## src/rtl/ram_access_ctrl.sv

```systemverilog
// Access controller in front of a single-port synchronous RAM: single write, pattern fill, auto-scan read.
// Optional RAM_FILL_VERIFY_EN adds a read-back VERIFY pass after each fill and a sticky fill_err output.
module ram_access_ctrl #(
  parameter int ADDR_W   = 5,
  parameter int DATA_W   = 8,
  parameter int TICK_DIV = 50000000
) (
  input  logic              clock,
  input  logic              reset,
  input  logic              wr_req,
  input  logic              start_fill,
  input  logic              start_scan,
  input  logic [ADDR_W-1:0] addr_in,
  input  logic [DATA_W-1:0] data_in,
  input  logic [DATA_W-1:0] q,
  output logic [ADDR_W-1:0] ram_addr,
  output logic [DATA_W-1:0] ram_data,
  output logic              ram_wren,
  output logic [ADDR_W-1:0] disp_addr,
  output logic [DATA_W-1:0] disp_q,
  output logic              busy,
  output logic [1:0]        state
`ifdef RAM_FILL_VERIFY_EN
  ,
  output logic              fill_err
`endif
);

  localparam int DEPTH = 1 << ADDR_W;
  localparam int TW    = $clog2(TICK_DIV);
  localparam logic [ADDR_W:0] LAST   = (ADDR_W+1)'(DEPTH-1);
  localparam logic [TW-1:0]   T_LAST = TW'(TICK_DIV-1);

`ifdef RAM_FILL_VERIFY_EN
  typedef enum logic [2:0] {S_IDLE, S_WRITE, S_FILL, S_SCAN, S_VERIFY} st_t;
  localparam logic [ADDR_W:0] V_END = (ADDR_W+1)'(DEPTH);
`else
  typedef enum logic [1:0] {S_IDLE, S_WRITE, S_FILL, S_SCAN} st_t;
`endif

  st_t st, st_nx;
  logic wr_prev, fill_prev, scan_prev, armed;
  logic wr_p, fill_p, scan_p;
  logic [ADDR_W:0]   cnt, cnt_nx;
  logic [TW-1:0]     tick, tick_nx;
  logic [DATA_W-1:0] seed, seed_nx, data_nx;
  logic [ADDR_W-1:0] addr_nx, rd_addr_d;
  logic              wren_nx, rd_valid_d;
`ifdef RAM_FILL_VERIFY_EN
  logic              err_clr, chk;
  logic [DATA_W-1:0] exp_q;
`endif

  // armed masks the first cycle after reset so a level held across reset is not seen as an edge
  assign wr_p   = armed & wr_req     & ~wr_prev;
  assign fill_p = armed & start_fill & ~fill_prev;
  assign scan_p = armed & start_scan & ~scan_prev;

  always_comb begin
    st_nx   = st;
    addr_nx = ram_addr;
    data_nx = ram_data;
    wren_nx = 1'b0;
    cnt_nx  = cnt;
    tick_nx = tick;
    seed_nx = seed;
`ifdef RAM_FILL_VERIFY_EN
    err_clr = 1'b0;
`endif
    case (st)
      S_IDLE: begin
        addr_nx = addr_in;
        if (wr_p) begin
          st_nx   = S_WRITE;
          data_nx = data_in;
          wren_nx = 1'b1;
        end else if (fill_p) begin
          // first fill write is issued on the entry edge so wren lines up with FILL
          st_nx   = S_FILL;
          seed_nx = data_in;
          cnt_nx  = '0;
          addr_nx = '0;
          data_nx = data_in;
          wren_nx = 1'b1;
`ifdef RAM_FILL_VERIFY_EN
          err_clr = 1'b1;
`endif
        end else if (scan_p) begin
          st_nx   = S_SCAN;
          addr_nx = '0;
          tick_nx = '0;
        end
      end
      S_WRITE: begin
        st_nx   = S_IDLE;
        addr_nx = addr_in;
      end
      S_FILL: begin
        if (cnt == LAST) begin
`ifdef RAM_FILL_VERIFY_EN
          st_nx   = S_VERIFY;
          cnt_nx  = '0;
          addr_nx = '0;
`else
          st_nx   = S_IDLE;
          addr_nx = addr_in;
`endif
        end else begin
          cnt_nx  = cnt + 1'b1;
          addr_nx = ADDR_W'(cnt + 1'b1);
          data_nx = seed + DATA_W'(cnt + 1'b1);
          wren_nx = 1'b1;
        end
      end
      S_SCAN: begin
        if (scan_p) begin
          st_nx   = S_IDLE;
          addr_nx = addr_in;
        end else if (tick == T_LAST) begin
          tick_nx = '0;
          addr_nx = ram_addr + 1'b1;
        end else begin
          tick_nx = tick + 1'b1;
        end
      end
`ifdef RAM_FILL_VERIFY_EN
      // one extra cycle past the last address lets its read data be compared
      S_VERIFY: begin
        if (cnt == V_END) begin
          st_nx   = S_IDLE;
          addr_nx = addr_in;
        end else begin
          cnt_nx  = cnt + 1'b1;
          addr_nx = ADDR_W'(cnt + 1'b1);
        end
      end
`endif
      default: st_nx = S_IDLE;
    endcase
  end

  always_comb begin
    state = 2'd0;
    busy  = 1'b0;
    case (st)
      S_IDLE:   state = 2'd0;
      S_WRITE:  begin state = 2'd1; busy = 1'b1; end
      S_FILL:   begin state = 2'd2; busy = 1'b1; end
      S_SCAN:   state = 2'd3;
`ifdef RAM_FILL_VERIFY_EN
      S_VERIFY: begin state = 2'd1; busy = 1'b1; end
`endif
      default:  state = 2'd0;
    endcase
  end

  always_ff @(posedge clock) begin
    if (reset) begin
      st         <= S_IDLE;
      wr_prev    <= 1'b0;
      fill_prev  <= 1'b0;
      scan_prev  <= 1'b0;
      armed      <= 1'b0;
      cnt        <= '0;
      tick       <= '0;
      seed       <= '0;
      ram_addr   <= '0;
      ram_data   <= '0;
      ram_wren   <= 1'b0;
      rd_addr_d  <= '0;
      rd_valid_d <= 1'b0;
      disp_addr  <= '0;
      disp_q     <= '0;
    end else begin
      st         <= st_nx;
      wr_prev    <= wr_req;
      fill_prev  <= start_fill;
      scan_prev  <= start_scan;
      armed      <= 1'b1;
      cnt        <= cnt_nx;
      tick       <= tick_nx;
      seed       <= seed_nx;
      ram_addr   <= addr_nx;
      ram_data   <= data_nx;
      ram_wren   <= wren_nx;
      rd_addr_d  <= ram_addr;
      rd_valid_d <= ~ram_wren;
      if (rd_valid_d) begin
        disp_addr <= rd_addr_d;
        disp_q    <= q;
      end
    end
  end

`ifdef RAM_FILL_VERIFY_EN
  assign exp_q = seed + DATA_W'(rd_addr_d);

  always_ff @(posedge clock) begin
    if (reset) begin
      chk      <= 1'b0;
      fill_err <= 1'b0;
    end else begin
      chk <= (st == S_VERIFY) && !cnt[ADDR_W];
      if (err_clr)                  fill_err <= 1'b0;
      else if (chk && (q != exp_q)) fill_err <= 1'b1;
    end
  end
`endif

endmodule

```

## config.mk

```make
export PLATFORM = sky130hd
export DESIGN_NAME = ram_access_ctrl
export DESIGN_NICKNAME = d
export VERILOG_FILES = /design/src/rtl/ram_access_ctrl.sv
export SDC_FILE = /design/constraint.sdc
export NUM_CORES = 1
export LEC_CHECK = 0
export CAP_MARGIN = 25
export CORE_MARGIN = 2
export CORE_UTILIZATION = 50
export CTS_CLUSTER_DIAMETER = 40
export DETAILED_ROUTE_END_ITERATION = 16
export GPL_TIMING_DRIVEN = 1
export PLACE_DENSITY_LB_ADDON = 0.2
export RECOVER_POWER = 50
export SYNTH_ARGS = -nofsm -noshare
export SYNTH_HDL_FRONTEND = slang
export SYNTH_SLANG_ARGS = --single-unit
```

## constraint.sdc

```tcl
create_clock -name clock -period 4.4 [get_ports clock]
set_input_delay 0.88 -clock clock [delete_from_list [all_inputs] [get_ports clock]]
set_output_delay 0.88 -clock clock [all_outputs]
set_load 0.02 [all_outputs]
```

; ---- Word level (Yosys, flattened, before mapping)
; Index checks and enable logic that the tools add are counted.
[classes]
n_addsub = 5
eq_ne = 16
n_mux = 34
n_bitwise = 11
reduce_logical = 9
[op_table]
columns = op, n
row1 = $mux 26, 5
row2 = $pmux 26 s2, 1
row3 = $mux 5, 6
row4 = $add 26x1->26 const B, 1
row5 = $eq 26x26->1 const B, 1
row6 = $mux 8, 3
row7 = $pmux 5 s4, 1
row8 = $mux 6, 3
row9 = $ne 2x2->1 const B, 8
row10 = $pmux 2 s4, 2
row11 = $pmux 8 s2, 1
row12 = $pmux 6 s2, 1
row13 = $mux 2, 5
row14 = $reduce_and 3->1, 3
row15 = $add 8x7->8, 1
row16 = $add 6x1->7 const B, 1
row17 = $add 6x1->6 const B, 1
row18 = $and 1x1->1, 6
row19 = $eq 6x5->1 const B, 1
row20 = $ne 3x3->1 const B, 2
row21 = $add 5x1->5 const B, 1
row22 = $mux 1, 5
row23 = $not 1->1, 5
row24 = $reduce_and 5->1, 1
row25 = 8 further kinds, 10
[totals]
ff_bits = 79
in_bits = 26
out_inout_bits = 30
elab_cells = 90

; ---- Longest topological paths before layout
; Gate-level depths: netlist (run 1).
[depth]
word_depth = 6
ltp_mapped = 10
mapped_depth_nobuf = 8

; ---- Worst setup path before layout (run 1)
; Ideal clock, no wire load.
[synth_path]
path_type = input to register
from = input port wr_req
to = register tick[8]
setup_ns = 0.074
arrival_ns = 2.199
t_required_ns = 4.326
path_slack_ns = 2.127
stages = 5
path_buffers = 0
cell_sequence = nor2b_1 o21ai_1 a21oi_2 or4_1 a31oi_1
[synth_between]
elab_chain_len = 4
[synth_rtl]
columns = item, line_no
row1 = start: declaration, 10  ; input logic wr_req,
row2 = $and 1x1->1 (2 in a row), 55  ; assign wr_p = armed & wr_req & ~wr_prev;
row3 = $ne 2x2->1 (no line), -
row4 = $reduce_and 5->1 (no line), -
row5 = end signal: assignment, 181  ; tick <= tick_nx;
row6 = end: declaration, 45  ; logic [TW-1:0] tick, tick_nx;
; Every way passes these cells.
; A chain may end at the register's enable or synchronous reset.

; ---- Final worst setup path (run 1)
[layout_path]
from = register st[0]
to = output port state[1]
[layout_between]
elab_chain_len = 2
elab_cells_between_ends = 5
[layout_rtl]
columns = item, line_no
row1 = start: declaration, 41  ; st_t st, st_nx;
row2 = start signal: assignment, 175  ; st <= st_nx;
row3 = $eq 2x2->1 (tied with other cells), 145  ; case (st)
row4 = $pmux 2 s4 (*), 145
row5 = end: declaration, 22  ; output logic [1:0] state
; Mark *: on every way between the ends. The rest lies on a longest branch, timed or not.

==> results of run 1 <==
[path summary, 6_finish.rpt]
check	slack [ns]	start	cells after the start	to
worst max-delay path	0.84	st[0]$_SDFFE_PP0P_	5	state[1]
worst max register to register	1.62	tick[0]$_SDFFE_PP0P_	6	tick[13]$_SDFFE_PP0P_
worst min register to register	0.42	ram_wren$_SDFF_PP0_	1	rd_valid_d$_SDFF_PP0_
worst min-delay path	0.42	ram_wren$_SDFF_PP0_	1	rd_valid_d$_SDFF_PP0_
[critical path, stage by stage (launching register included)]
cell and delay (ns):
dfxtp_1 0.35, inv_1 0.11, ha_1 0.62, inv_1 0.38, a21oi_1 0.23, clkdlybuf4s50_1 0.62
[through the flow]
step / worst slack (ns) / instances
floorplan: 2.13 / 496
global placement: 1.17 / 632
detailed placement: 1.11 / 632
CTS: 0.860 / 648
global route: 0.689 / 648
finish: 0.841 / 648
[cell type report]
cell class                      instances  area [um^2]  area share
Clock inverter                          7         62.6      0.0126
Multi-Input combinational cell        378         2450       0.495
Timing Repair Buffer                   57          556       0.112
Sequential cell                        79         1580       0.319
Tap cell                              105          131      0.0265
Clock buffer                            9          124      0.0250
Inverter                               13         48.8     0.00985
[registers in the layout, summed over array words and instances (netlist names)]
signal / count
tick: 26
disp_q: 8
ram_data: 8
seed: 8
cnt: 6
disp_addr: 5
ram_addr: 5
rd_addr_d: 5
st: 2
armed: 1
fill_prev: 1
ram_wren: 1
rd_valid_d: 1
scan_prev: 1
wr_prev: 1
[power by group]
group | switching, mW | internal [mW]
Combinational | 0.388 | 0.281
Clock | 0.306 | 0.216
Sequential | 0.0680 | 0.795
Total | 0.762 | 1.29
[cells by family after synthesis]
| family | count (synthesis) |
|---|---|
| simple gates | 201 |
| fa+ha+maj | 15 |
| flops | 79 |
| compound gates | 128 |
| mux | 27 |
| xor+xnor | 7 |
| buf+inv | 39 |
[per-layer routing]
layer | share of wire | routed length [um] | GRT usage
met1 | 0.48 | 5130 | 0.358
met4 | 0.011 | 117 | 0.0786
met3 | 0.069 | 735 | 0.0451
met2 | 0.44 | 4670 | 0.349
met5 | 0 | 0 | 0
[cell usage in the layout, fill, tap and decap left out, types with 3 or more instances in the layout]
cell type | netlist | final
a211oi_1 | 9 | 9
a21o_1 | 7 | 7
a21oi_1 | 37 | 37
a22oi_1 | 4 | 4
a31oi_1 | 5 | 5
a41oi_1 | 3 | 3
and3_1 | 8 | 8
and4_1 | 6 | 6
clkbuf_8 | 0 | 9
clkdlybuf4s50_1 | 0 | 30
clkinvlp_4 | 0 | 3
dfxtp_1 | 79 | 79
dlygate4sd3_1 | 0 | 24
ha_1 | 14 | 14
inv_1 | 13 | 13
mux2i_1 | 27 | 27
nand2_1 | 26 | 26
nand2b_1 | 8 | 8
nand3_1 | 25 | 25
nand3b_1 | 3 | 3
nand4_1 | 13 | 13
nand4b_1 | 4 | 4
nor2_1 | 45 | 45
nor2b_1 | 17 | 17
nor3_1 | 5 | 5
nor4_1 | 7 | 7
o21a_1 | 5 | 5
o21ai_0 | 27 | 27
o21ai_1 | 3 | 3
o22ai_1 | 4 | 4
o31ai_1 | 6 | 6
or3_1 | 9 | 9
or4_1 | 10 | 10
xor2_1 | 5 | 5
==> impl_metrics.json, run 1 <==
{
  "yosysMostFrequentCell": "dfxtp_1",
  "ctsResizeCount": 0,
  "grt_pass1_wl_um": 17200,
  "avgSynthCellArea_um2": 8.44,
  "drt_first_pass_iters": 5,
  "power.density_nw_per_um2": 414,
  "synth_nets": 537,
  "routed_via_density": 6.05,
  "leakage_nw": 1.86,
  "die-area_um2": 9120,
  "ys_seq_elements": 79,
  "crit_fanout": 22,
  "cp.arrival_ns": 2.68,
  "drc": 0,
  "diodes": 0,
  "start_util": 0.512,
  "synth-simple-area-share": 0.266,
  "clk_pin_slew_worst_paths_ns": 0.09,
  "die_x_um": 95.5,
  "hpwlAfterDp_um": 7540,
  "place.port_buffers": 55,
  "yosys.area.top_type": "dfxtp_1",
  "finClkSkew_ns": 0.0174,
  "dr_total_vias": 3922,
  "synth_area_leaders": "dfxtp_1 (38%), mux2i_1 (6.5%), a21oi_1 (4.4%)",
  "fmax_mhz": 281,
  "grt_start_max_net_pins": 39,
  "drive_above_1_share": 0.0516,
  "synth_edf_count": 0,
  "die_y_um": 95.5,
  "antenna_left": 0,
  "hold_viol": 0,
  "finalSetupTns_ns": 0,
  "end_kind": "primary output",
  "worstMarginPinSlew_ns": 1.76,
  "cts_hold_buf": 0,
  "synth_area_um2": 4190,
  "violations": "capacitance limit, slew limit",
  "synthArstFlopShare": 0,
  "htree_num_levels": 3,
  "antenna_found_initial": 0,
  "holdCritPathClass": "register to register",
  "clk_latency_ns": 0.37,
  "syn2layout_area_growth_pct": 18.4,
  "fin_area_um2": 4960,
  "maxSlewHeadroom": -0.170,
  "grt_pass1_vias": 3541,
  "synthCells": 496,
  "final_nets": 579,
  "maxCapViolations": 1,
  "startpoint_type": "register",
  "coreArea_um2": 8180,
  "period_share": 0.809,
  "final.min_clock_period_ns": 3.56,
  "post_cts_buffers": 0,
  "rsz0062_at_grt": "no",
  "numCtsBuffers": 9,
  "ios": 56,
  "rows": 33,
  "slew_violations": 39,
  "final_core_util": 0.606,
  "overflow": 0,
  "dr.first_iter.drc_count": 253,
  "fin_total_pwr_mw": 2.05,
  "status": "complete, but fails checks",
  "synth_top_area_share": 0.378,
  "vdd_drop_max_mv": 0.261,
  "synth_compound_area_frac": 0.194,
  "worstPathRequired_ns": 3.52,
  "yosysWarnings": 0,
  "cts_tree": "done",
  "ys_seq_area_frac": 0.378,
  "whs_ns": 0.422,
  "worstSetupPathType": "register to primary output",
  "ctsRootBufferMaster": "clkbuf_8",
  "synth_fa_ha_area_frac": 0.0466,
  "netlist_top_cells_count": "dfxtp_1 (79), nor2_1 (45), a21oi_1 (37)",
  "num-fill-cells": 730,
  "setup_violations": 0,
  "synth_xor_area_frac": 0.0146,
  "wl_per_cell_um": 16.4,
  "track_usage": 0.241,
  "synth_mux_area_frac": 0.0646,
  "wl_um": 10700,
  "synth_top_family_by_area": "simple AND/OR/NAND/NOR gates",
  "clock-sinks": 79,
  "place_congestion": 0.918,
  "max-clock-path-buffers": 2,
  "yosysUniqueCellTypes": 62,
  "synth_top_flop_cell": "dfxtp_1",
  "detailed_place.area_um2": 4770
}
Note: power is estimated with default switching activity, not from simulation.
==> inputs of run 2 (changes only) <==
==> constraint.sdc (replaced) <==
create_clock -name clock -period 3.2 [get_ports clock]
set_input_delay 0.64 -clock clock [delete_from_list [all_inputs] [get_ports clock]]
set_output_delay 0.64 -clock clock [all_outputs]
set_load 0.02 [all_outputs]
==> impl_metrics.json, run 2 (synthesized netlist as in run 1, its figures left out) <==
{
  "setup_violations": 0,
  "clock-sinks": 79,
  "syn2layout_area_growth_pct": 20.1,
  "pre_cts_ws_ns": 0.307,
  "cp_num_buf_inv": 3,
  "wl_um": 10700,
  "fin_cells": 654,
  "gr-usage-met1": 0.350,
  "maxSlewHeadroom": 0.213,
  "overflow": 0,
  "status": "finished clean",
  "htree_num_levels": 3,
  "cts_hold_buf": 0,
  "worstPathRequired_ns": 2.56,
  "slew_violations": 0,
  "vdd_drop_max_mv": 0.503,
  "start_util": 0.512,
  "post_cts_buffers": 0,
  "max-clock-path-buffers": 2,
  "drc": 0,
  "power.density_nw_per_um2": 583,
  "worstMarginPinSlew_ns": 1.18,
  "fin_ws_ns": 0.473,
  "num-fill-cells": 716,
  "worstSetupPathType": "register to primary output",
  "cp_top_family": "buffers and inverters",
  "grt_pass1_wl_um": 17000,
  "final_nets": 585,
  "grt_start_max_net_pins": 40,
  "hold_viol": 0,
  "numCtsBuffers": 9,
  "seqCellArea_um2": 1580,
  "met3_usage": 0.0372,
  "place.port_buffers": 55,
  "met2_usage": 0.352,
  "drive_above_1_share": 0.0638,
  "ctsRootBufferMaster": "clkbuf_8",
  "holdCritPathClass": "register to register",
  "antenna_found_initial": 0,
  "final_common_cell": "dfxtp_1",
  "period_share": 0.852,
  "startpoint_type": "register",
  "ios": 56,
  "top_register": "tick",
  "wl_per_cell_um": 16.3,
  "place_congestion": 0.885,
  "end_kind": "primary output",
  "coreArea_um2": 8180,
  "largest_reg_flops": 26,
  "cts_tree": "done",
  "clk_latency_ns": 0.36,
  "track_usage": 0.238,
  "rows": 33,
  "grt_pass1_vias": 3487,
  "finalSetupTns_ns": 0,
  "hpwlAfterDp_um": 7580,
  "leakage_nw": 1.92,
  "place_inst": 638,
  "dr.first_iter.drc_count": 272,
  "top_usage_layer": "met2",
  "final.min_clock_period_ns": 2.73,
  "die-area_um2": 9120,
  "antenna_left": 0,
  "final_cell_mix": "dfxtp_1 (79), nor2_1 (45), a21oi_1 (37)",
  "drt_first_pass_iters": 5,
  "maxCapViolations": 0,
  "multi_input_area_um2": 2450,
  "routed_via_density": 6.06,
  "path_common_cell": "inv_1",
  "dr_total_vias": 3966,
  "crit_fanout": 11,
  "slowest_delay_ns": 0.55,
  "fmax_mhz": 367,
  "cp.arrival_ns": 2.09,
  "finClkSkew_ns": 0.0110,
  "clk_pin_slew_worst_paths_ns": 0.09,
  "die_x_um": 95.5,
  "ctsResizeCount": 0,
  "die_y_um": 95.5,
  "crit_chain": "inv_1, ha_1, inv_1, a21oi_1, clkdlybuf4s50_1",
  "diodes": 0,
  "critPathSlowestCell": "clkdlybuf4s50_1",
  "rsz0062_at_grt": "no"
}
==> run 2: power breakdown <==
part,leakage [nW],total [mW],switching (mW),internal [mW]
clock,0.104,0.801,0.422,0.378
combinational,1.17,0.938,0.538,0.400
sequential,0.644,1.19,0.0979,1.09
==> run 2: layout make-up <==
type / count / share of cell area
multi-input cells: 378 / 0.488
flip-flops and latches: 79 / 0.315
repair buffers: 63 / 0.120
well taps: 105 / 0.0261
clock buffers: 9 / 0.0246
clock inverters: 7 / 0.0172
inverters: 13 / 0.00971
==> run 2: worst register-to-register path, stage by stage (launching register included) <==
cell     delay (ns)
dfxtp_1        0.37
inv_1          0.12
ha_1           0.41
inv_1          0.19
nor3_1         0.39
a21oi_2        0.30
or4_1          0.57
a21oi_1        0.17
==> run 2: through the flow <==
| stage | cell area [um^2] | hold WS, ns | power (mW) | utilization |
|---|---|---|---|---|
| detailed placement | 4820 | 0.401 | 2.17 | 0.590 |
| floorplan | 4190 | 0.440 | 1.79 | - |
| global route | 5030 | 0.413 | 3.07 | 0.615 |
| CTS | 5030 | 0.414 | 2.96 | 0.615 |
| finish | 5030 | 0.405 | 2.93 | 0.615 |
| global placement | 4820 | 0.401 | 2.15 | 0.590 |
==> run 2: final timing paths <==
path / from / to / slack [ns] / cells past startpoint
worst min register to register: ram_wren$_SDFF_PP0_ / rd_valid_d$_SDFF_PP0_ / 0.41 / 1
worst max-delay path: st[0]$_SDFFE_PP0P_ / state[1] / 0.47 / 5
worst min-delay path: ram_wren$_SDFF_PP0_ / rd_valid_d$_SDFF_PP0_ / 0.41 / 1
worst max register to register: st[1]$_SDFFE_PP0P_ / tick[7]$_SDFFE_PP0P_ / 0.59 / 7
==> run 2: layer usage <==
layer	vias up	share of wire
met1	1856	0.49
li1	1950	-
met5	-	0
met3	15	0.067
met2	145	0.43
met4	0	0.014
==> inputs of run 3 (changes only) <==
--- a/config.mk
+++ b/config.mk
@@ -5,7 +5,7 @@
 export SDC_FILE = /design/constraint.sdc
 export NUM_CORES = 1
 export LEC_CHECK = 0
-export CAP_MARGIN = 25
+export CAP_MARGIN = 20
 export CORE_MARGIN = 2
 export CORE_UTILIZATION = 50
 export CTS_CLUSTER_DIAMETER = 40
==> results of run 3 <==
The final DEF is identical to that of run 2; final timing and power are the same.
